--- src/rtl/plab4_net_echo_terminal.sv ---
// Echo terminal for one ring-network port: accepts ejected messages addressed to this
// node, swaps src/dest and re-injects them through a 2-entry reply FIFO.
// Define PLAB4_NET_ECHO_TERMINAL_INCR_EN to return payload+1 instead of a plain echo.
module plab4_net_echo_terminal #(
  parameter int p_payload_nbits = 32,
  parameter int p_opaque_nbits  = 3,
  parameter int p_srcdest_nbits = 3,
  parameter int p_node_id       = 0,
  localparam int msg_nbits = p_payload_nbits + p_opaque_nbits + 2*p_srcdest_nbits
) (
  input  logic                 clk,
  input  logic                 reset,
  input  logic                 recv_val,
  output logic                 recv_rdy,
  input  logic [msg_nbits-1:0] recv_msg,
  output logic                 send_val,
  input  logic                 send_rdy,
  output logic [msg_nbits-1:0] send_msg,
  output logic [15:0]          rx_count,
  output logic [15:0]          tx_count,
  output logic [15:0]          drop_count
);

  localparam int p_nb = p_payload_nbits;
  localparam int o_nb = p_opaque_nbits;
  localparam int s_nb = p_srcdest_nbits;
  localparam logic [s_nb-1:0] node_id = s_nb'(p_node_id);

  typedef enum logic [1:0] {EMPTY, ONE, FULL} state_t;

  state_t state, state_next;

  logic [msg_nbits-1:0] entry [2];
  logic                 head;
  logic                 wr_ptr;

  logic [s_nb-1:0] dest_in;
  logic [s_nb-1:0] src_in;
  logic [o_nb-1:0] opaque_in;
  logic [p_nb-1:0] payload_in;
  logic [p_nb-1:0] payload_out;
  logic [msg_nbits-1:0] reply;

  logic recv_fire;
  logic send_fire;
  logic dest_match;
  logic enq;
  logic deq;

  assign dest_in    = recv_msg[msg_nbits-1 -: s_nb];
  assign src_in     = recv_msg[msg_nbits-1-s_nb -: s_nb];
  assign opaque_in  = recv_msg[p_nb +: o_nb];
  assign payload_in = recv_msg[p_nb-1:0];

`ifdef PLAB4_NET_ECHO_TERMINAL_INCR_EN
  assign payload_out = payload_in + p_nb'(1);
`else
  assign payload_out = payload_in;
`endif

  assign reply = {src_in, node_id, opaque_in, payload_out};

  assign recv_fire  = recv_val && recv_rdy;
  assign send_fire  = send_val && send_rdy;
  assign dest_match = (dest_in == node_id);
  assign enq        = recv_fire && dest_match;
  assign deq        = send_fire;

  // With one entry held, the free slot is the one opposite the head.
  assign wr_ptr = (state == ONE) ? ~head : head;

  // State register.
  always_ff @(posedge clk or posedge reset) begin
    if (reset) state <= EMPTY;
    else       state <= state_next;
  end

  // Next-state logic for FIFO occupancy.
  always_comb begin
    // NOTE: default assignment first so every path drives state_next and no latch is inferred.
    state_next = state;
    unique case (state)
      EMPTY: if (enq) state_next = ONE;
      ONE: begin
        if (enq && !deq)      state_next = FULL;
        else if (!enq && deq) state_next = EMPTY;
      end
      FULL:  if (deq) state_next = ONE;
      default: state_next = EMPTY;
    endcase
  end

  // Output logic: handshake readiness depends on occupancy only.
  always_comb begin
    recv_rdy = (state != FULL);
    send_val = (state != EMPTY);
  end

  // Storage is cleared on reset because send_msg must read zero out of reset.
  always_ff @(posedge clk or posedge reset) begin
    if (reset) begin
      // NOTE: this small buffer is reset explicitly; large RAM arrays normally are not.
      for (int i = 0; i < 2; i++) entry[i] <= '0;
      head <= 1'b0;
    end else begin
      // NOTE: non-blocking assignments keep the write and the head update on the same edge.
      if (enq) entry[wr_ptr] <= reply;
      if (deq) head <= ~head;
    end
  end

  assign send_msg = entry[head];

  always_ff @(posedge clk or posedge reset) begin
    if (reset) begin
      rx_count   <= '0;
      tx_count   <= '0;
      drop_count <= '0;
    end else begin
      if (enq)                     rx_count   <= rx_count + 16'd1;
      if (recv_fire && !dest_match) drop_count <= drop_count + 16'd1;
      if (send_fire)               tx_count   <= tx_count + 16'd1;
    end
  end

endmodule

--- config.mk ---
export PLATFORM = sky130hd
export DESIGN_NAME = plab4_net_echo_terminal
export DESIGN_NICKNAME = d
export VERILOG_FILES = /design/src/rtl/plab4_net_echo_terminal.sv
export SDC_FILE = /design/constraint.sdc
export NUM_CORES = 1
export LEC_CHECK = 0
export CAP_MARGIN = 20
export CELL_PAD_IN_SITES_DETAIL_PLACEMENT = 0
export CELL_PAD_IN_SITES_GLOBAL_PLACEMENT = 2
export CORE_UTILIZATION = 33
export DETAILED_ROUTE_END_ITERATION = 8
export PLACE_DENSITY_LB_ADDON = 0.1
export SETUP_SLACK_MARGIN = 0.1
export SYNTH_ARGS = -nofsm -noshare
export SYNTH_HDL_FRONTEND = slang
export SYNTH_SLANG_ARGS = --single-unit
--- constraint.sdc ---
create_clock -name clk -period 5.3 [get_ports clk]
set_input_delay 0.795 -clock clk [delete_from_list [all_inputs] [get_ports clk]]
set_output_delay 0.795 -clock clk [all_outputs]
set_load 0.01 [all_outputs]
After elaboration in Yosys (flattened, before gate mapping)

Cells that the tools add are included.

Register bits: 133
Bits of input ports: 45
Output and inout bits: 91

Add/subtract/negate cells: 3
$lt $le $gt $ge: 3
Equality and inequality tests: 6
Mux-type cells: 12
Bitwise operators: 3
Reduce and logical (&&, ||, !) cells: 14

Operators by type and width:

| kind                                                       | number |
|---|---|
| two-way mux 41 bit                                         | 4 |
| bitwise mux 82 bit                                         | 1 |
| adder 16 x 1 -> 16 bit, second input constant              | 3 |
| demux 41 bit (select 1 bit)                                | 1 |
| two-way mux 2 bit                                          | 4 |
| logical AND 1 bit                                          | 7 |
| inequality test 2 bit, second input constant               | 3 |
| case mux 2 bit (3 select lines)                            | 1 |
| greater-or-equal comparator 2 bit, second input constant   | 2 |
| inverter 1 -> 2 bit                                        | 2 |
| zero test 1 bit                                            | 3 |
| zero test 3 bit                                            | 1 |
| inequality test 3 x 1 -> 1 bit, second input constant      | 1 |
| AND reduction 3 bit                                        | 1 |
| equality test 2 x 1 -> 1 bit, second input constant        | 1 |
| equality test 2 bit, second input constant                 | 1 |
| zero test 2 bit                                            | 1 |
| less-than comparator 2 x 1 -> 1 bit, second input constant | 1 |
| nonzero test 2 bit                                         | 1 |
| two-way mux 1 bit                                          | 1 |
| inverter 1 bit                                             | 1 |

Depth between registers and ports, before layout

Gate-level depths: netlist of run 1.

Word-level depth: 8
Depth in mapped cells: 8

Least setup slack after synthesis of run 1

No wires, ideal clock.

Kind: input-to-reg
Start point: input recv_msg[39]
End point: register entry[10] (netlist name)
Setup time: 125 ps
Arrival time: 2257 ps
Data required time: 5175 ps
Slack: 2918 ps
Stages on the path: 6
Path buffers: 2
Cell sequence: nor3_1 > nand3_1 > nor2_1 > buf_2 > buf_4 > mux2_2

Word-level cells in the longest chain between the ends: 2

RTL lines:

| what                            | RTL line | text |
|---|---|---|
| from (decl)                     | 15       | `input logic [msg_nbits-1:0] recv_msg,` |
| zero test 3 bit                 | 65       | `assign dest_match = (dest_in == node_id);` |
| logical AND 1 bit               | 66       | `assign enq = recv_fire && dest_match;` |
| to (signal, indexed assignment) | 107      | `if (enq) entry[wr_ptr] <= reply;` |
| to (decl)                       | 33       | `logic [msg_nbits-1:0] entry [2];` |

No other way between the ends.
A chain may end at the register's enable or synchronous reset.

Final worst setup path of run 1

Start point: input recv_msg[39]
End point: register entry[6] (netlist name)

The elaborated chain is that of the path after synthesis.

==> flow_metrics.env, run 1 <==
export IMPL_die_w_um=132
export IMPL_peakVddDrop_mv=0.227
export IMPL_worst_path_max_fanout=28
export IMPL_p_leak_nw=3.24
export IMPL_fmax_ghz=0.307
export IMPL_io_pins=136
export IMPL_drc=0
export IMPL_cts_buffers=17
export IMPL_synthArstFlopShare_pct=100
export IMPL_cp_endpoint="entry[6]"
export IMPL_fin_nets=599
export IMPL_place_ws_ps=1530
export IMPL_drtIter0Drc=122
export IMPL_wl_per_cell_um=15.5
export IMPL_fin_crit_ps=3250
export IMPL_synth_cell_types=34
export IMPL_r2r_end="entry[6]"
export IMPL_postCtsSetupRepairBufs=0
export IMPL_crit_start="recv_msg[39]"
export IMPL_cts_path_max_buffers=2
export IMPL_dp_hpwl_um=8030
export IMPL_antenna_found_initial=0
export IMPL_grt_start_max_net_pins=56
export IMPL_slew_limit_headroom_pct=29.2
export IMPL_r2r_start="head"
export IMPL_hold_slack_ps=474
export IMPL_rrSetupSlack_ps=2390
export IMPL_clock_skew_ps=5.51
export IMPL_cts_root_buffer="clkbuf_16"
export IMPL_dieArea_sq_um=17400
export IMPL_ctsHoldBuffers=0
export IMPL_rsz0062_at_grt="false"
export IMPL_finalSetupTns_ps=0
export IMPL_seq_area_frac_synth_pct=57.0
export IMPL_cts_clk_slew_worst_paths_ps=50
export IMPL_min_path_type="register to register"
export IMPL_totalWireLength_um=12200
export IMPL_grt_first_pass_wirelength_um=19900
export IMPL_yosys_warnings=0
export IMPL_cts_htree_levels=4
export IMPL_synth_area_per_cell_sq_um=13.5
export IMPL_critPathCaptureType="register"
export IMPL_cts_sinks=127
export IMPL_avgViaCountPerCell=4.62
export IMPL_globalplace_congestion=0.723
export IMPL_status="finished, final reports clean"
export IMPL_synth_edf_count=0
export IMPL_finalCoreUtilization_pct=46.3
export IMPL_num_rows=47
export IMPL_setup_viol=0
export IMPL_power_mw=4.06
export IMPL_netlist_area_sq_um=5580
export IMPL_die_h_um=132
export IMPL_vias=3625
export IMPL_drv_slew=0
export IMPL_powerDensity_nw_per_um2=531
export IMPL_syn_inst=413
export IMPL_fin_crit_sh_pct=61.4
export IMPL_area_delta_synth_final_pct=37.1
export IMPL_grt_overflow=0
export IMPL_cp_start_kind="input pin"
export IMPL_cp_required_ps=5590
export IMPL_fp_coreArea_sq_um=16500
export IMPL_ctsResizeCount=0
export IMPL_antenna_cells=0
export IMPL_drive_gt1_share_pct=22.5
export IMPL_hold_viol=0
export IMPL_grt_total_usage_pct=14.8
export IMPL_tritoncts="yes"
export IMPL_arrival_ps=3540
export IMPL_synthFlopType="dfrtp_1"
export IMPL_initial_core_util_pct=33.8
export IMPL_port_buffer_count=132
export IMPL_ant_nets=0
export IMPL_setup_ws_ps=2050
export IMPL_drtPass1Iterations=4
export IMPL_maxCapViolCount=0
export IMPL_tightest_slew_ps=1060
export IMPL_criticalPathCategory="input pin to register"
export IMPL_reg2reg_depth=4
export IMPL_ys_seq_elements=127
export IMPL_clk_latency_ps=410
export IMPL_grt_pass1_vias=3805
[area by class of cell]
class                      instances  area [sq um]
fill                            1515          8880
sequential                       127          3180
multi-input combinational        264          2290
timing repair buffer             135          1340
clock buffer                      25           465
tap                              220           275
clock inverter                     7          62.6
inverter                           6          25.0
[cells in the final DEF (no fill, tap or decap), types with 2 or more instances in the layout]
cell / instances
dfrtp_1: 126
nand2_1: 23
clkbuf_1: 7
a21oi_1: 3
and3_1: 5
mux2_2: 88
clkdlybuf4s50_1: 132
nand3_1: 18
xor2_1: 14
and4_1: 4
and2_1: 2
ha_1: 3
or2_2: 2
nor3_1: 4
nor2b_1: 2
mux2_1: 27
clkinv_2: 5
conb_1: 3
nand4_1: 9
inv_1: 5
xnor2_1: 33
clkbuf_16: 17
nor4_1: 5
nor3_2: 2
nor2_1: 7
buf_4: 3
[per-layer routing]
layer | GRT usage (%) | share of wire, % | vias up
li1 | - | - | 1728
met5 | 0 | 0 | -
met3 | 4.00 | 4.3 | 13
met1 | 19.5 | 48 | 1802
met4 | 6.01 | 1.6 | 0
met2 | 23.0 | 46 | 82
[cells in the mapped netlist, types with 2 or more instances]
cell | n | share of area [%]
buf_1 | 4 | 0.27
inv_1 | 6 | 0.40
or2_2 | 2 | 0.22
a21oi_1 | 3 | 0.27
buf_2 | 6 | 0.54
and4_1 | 4 | 0.63
xnor2_1 | 33 | 5.2
nand2_1 | 24 | 1.6
and3_1 | 5 | 0.56
nor4_1 | 5 | 0.56
nor3_1 | 4 | 0.36
xor2_1 | 14 | 2.2
nor2_1 | 8 | 0.54
clkbuf_1 | 2 | 0.13
nor2b_1 | 2 | 0.22
and2_1 | 2 | 0.22
nand3_1 | 18 | 1.6
nor3_2 | 2 | 0.36
nand4_1 | 9 | 1.0
mux2_1 | 27 | 5.5
dfrtp_1 | 127 | 57
ha_1 | 3 | 0.67
mux2_2 | 88 | 18
buf_4 | 5 | 0.67
[worst min path at each step]
stage,slack (ps),from,to,depth (start not counted)
floorplan,450,entry[18],entry[18],1
global placement,460,tx_count[15],tx_count[15],1
detailed placement,470,tx_count[15],tx_count[15],1
CTS,480,drop_count[15],drop_count[15],1
global route,500,rx_count[15],rx_count[15],1
finish,470,drop_count[15],drop_count[15],1
[sequential cells by signal (all words and copies together), names as in the netlist]
register	flops
rx_count	16
tx_count	16
head	1
state	2
drop_count	16
entry	76
[cell families after synthesis]
kind of cell / Yosys count / share of synthesized area (%)
AO/OA/AOI/OAI: 6 / 0.606
XOR/XNOR: 47 / 7.38
adder cells (fa/ha/maj): 3 / 0.673
buffers and inverters: 24 / 2.22
flip-flops: 127 / 57.0
multiplexers: 115 / 23.2
other: 1 / 0.0672
AND/OR/NAND/NOR: 90 / 8.86
[where the power goes]
group / internal, mW / total [mW] / switching [mW] / leakage (nW)
clock network: 0.652 / 1.05 / 0.393 / 0.259
logic: 0.933 / 1.42 / 0.483 / 1.37
registers: 1.32 / 1.60 / 0.274 / 1.60
total: 2.91 / 4.06 / 1.15 / 3.24
[worst max-delay path, stage by stage]
cell             delay (ps)
clkdlybuf4s50_1         420
nor3_1                  530
nand3_1                 310
nor2_4                  780
buf_4                   340
mux2_2                  350
[stage by stage]
step                      instance area (sq um)  instances
after floorplan                            5590        415
after global placement                     7120        752
after detailed placement                   7120        752
after CTS                                  7640        784
after global routing                       7640        784
final                                      7640        784
Note: power is estimated with default switching activity, not from simulation.
==> run 2, diff against run 1 <==
==> constraint.sdc (replaced) <==
create_clock -name clk -period 3.4 [get_ports clk]
set_input_delay 0.51 -clock clk [delete_from_list [all_inputs] [get_ports clk]]
set_output_delay 0.51 -clock clk [all_outputs]
set_load 0.01 [all_outputs]
==> flow_metrics.env, run 2 (synthesis gave the netlist of run 1 again) <==
export IMPL_status="finished, final reports clean"
export IMPL_r2r_end="entry[62]"
export IMPL_cts_htree_levels=4
export IMPL_grt_util_met3_pct=5.57
export IMPL_setup_viol=0
export IMPL_multi_input_area_sq_um=2290
export IMPL_grt_start_max_net_pins=58
export IMPL_drtIter0Drc=148
export IMPL_peakVddDrop_mv=0.368
export IMPL_avgViaCountPerCell=4.67
export IMPL_num_rows=47
export IMPL_min_path_type="register to register"
export IMPL_vias=3683
export IMPL_reg2reg_depth=5
export IMPL_final_common_cell="clkdlybuf4s50_1"
export IMPL_arrival_ps=2170
export IMPL_fillers=1505
export IMPL_drc=0
export IMPL_worst_path_max_fanout=40
export IMPL_ctsResizeCount=0
export IMPL_dp_hpwl_um=8300
export IMPL_final_area_sq_um=7820
export IMPL_cp_start_kind="register"
export IMPL_cts_path_max_buffers=2
export IMPL_top_register="entry"
export IMPL_powerDensity_nw_per_um2=849
export IMPL_cts_root_buffer="clkbuf_16"
export IMPL_ant_nets=0
export IMPL_cts_buffers=17
export IMPL_cts_sinks=127
export IMPL_use_met2_pct=24.3
export IMPL_drv_slew=0
export IMPL_grt_total_usage_pct=15.4
export IMPL_totalWireLength_um=12300
export IMPL_initial_core_util_pct=33.8
export IMPL_hold_viol=0
export IMPL_wl_per_cell_um=15.7
export IMPL_fin_crit_ps=2680
export IMPL_die_h_um=132
export IMPL_antenna_found_initial=0
export IMPL_die_w_um=132
export IMPL_tritoncts="yes"
export IMPL_port_buffer_count=132
export IMPL_criticalPathCategory="register to output pin"
export IMPL_ctsHoldBuffers=0
export IMPL_clock_skew_ps=9.40
export IMPL_r2r_start="state[1]"
export IMPL_drive_gt1_share_pct=23.9
export IMPL_p_leak_nw=3.31
export IMPL_maxCapViolCount=0
export IMPL_fp_coreArea_sq_um=16500
export IMPL_min_path_cells=1
export IMPL_fin_nets=603
export IMPL_post_dp_cell_area_sq_um=7190
export IMPL_min_delay_start="rx_count[15]"
export IMPL_largest_reg_flops=76
export IMPL_use_met1_pct=19.7
export IMPL_postCtsSetupRepairBufs=0
export IMPL_cp_required_ps=2890
export IMPL_clk_latency_ps=410
export IMPL_grt_pass1_vias=3952
export IMPL_cp_endpoint="send_msg[24]"
export IMPL_fin_crit_sh_pct=78.7
export IMPL_fmax_ghz=0.374
export IMPL_slew_limit_headroom_pct=47.9
export IMPL_top_usage_layer="met2"
export IMPL_area_delta_synth_final_pct=40.2
export IMPL_antenna_cells=0
export IMPL_drtPass1Iterations=5
export IMPL_grt_first_pass_wirelength_um=20800
export IMPL_dieArea_sq_um=17400
export IMPL_finalSetupTns_ps=0
export IMPL_globalplace_congestion=0.743
export IMPL_grt_overflow=0
export IMPL_crit_start="head"
export IMPL_rrSetupSlack_ps=1080
export IMPL_io_pins=136
export IMPL_cts_clk_slew_worst_paths_ps=60
export IMPL_ff_latch_area_sq_um=3180
export IMPL_final_cell_mix="clkdlybuf4s50_1, dfrtp_1, mux2_2"
export IMPL_rsz0062_at_grt="false"
export IMPL_critPathCaptureType="output pin"
export IMPL_tightest_slew_ps=774
run 2: cell count changes in the layout (fill, tap and decap cells not counted):
cell,delta
buf_12,+3
buf_4,+1
clkinvlp_4,+2
clkbuf_8,+2
clkinv_4,+1
inv_4,-1
clkinv_2,-2
clkbuf_1,-5
bufinv_16,+3
run 2: worst min path at each step:
stage	endpoint	slack, ps
after global placement	entry[18]	460
final	rx_count[15]	470
after CTS	rx_count[15]	480
after global routing	rx_count[15]	490
after detailed placement	rx_count[15]	470
after floorplan	entry[18]	450
run 2: cell type report:
cell class | instances | share of cell area [%]
flip-flops and latches | 127 | 40.7
multi-input cells | 264 | 29.3
repair buffers | 139 | 18.1
clock buffers | 22 | 6.06
well taps | 220 | 3.52
clock inverters | 10 | 2.03
inverters | 6 | 0.336
run 2: per-layer routing:
layer / share of wire [%] / up-vias
met5: 0 / -
met1: 46 / 1845
met3: 5.4 / 12
met4: 1.1 / 0
li1: - / 1735
met2: 48 / 91
run 2: critical path: stages, from the launching register on:
cell,delay (ps)
dfrtp_2,330
buf_4,480
mux2_2,400
clkdlybuf4s50_1,510
run 2: where the power goes:
group          switching, mW  internal [mW]
Clock                  0.641           1.28
Combinational          0.868           1.46
Sequential             0.325           2.06
run 2: through the flow:
| stage | hold slack [ps] | utilization (%) | cells | power (mW) | worst slack (ps) |
|---|---|---|---|---|---|
| 2_1_floorplan | 452 | - | 415 | 3.58 | 1300 |
| 3_3_place_gp | 463 | 43.5 | 756 | 4.72 | 587 |
| 3_5_place_dp | 470 | 43.5 | 756 | 4.78 | 532 |
| 4_1_cts | 477 | 47.3 | 788 | 6.75 | 684 |
| 5_1_grt | 495 | 47.3 | 788 | 7.04 | 573 |
| 6_report | 474 | 47.3 | 788 | 6.64 | 724 |
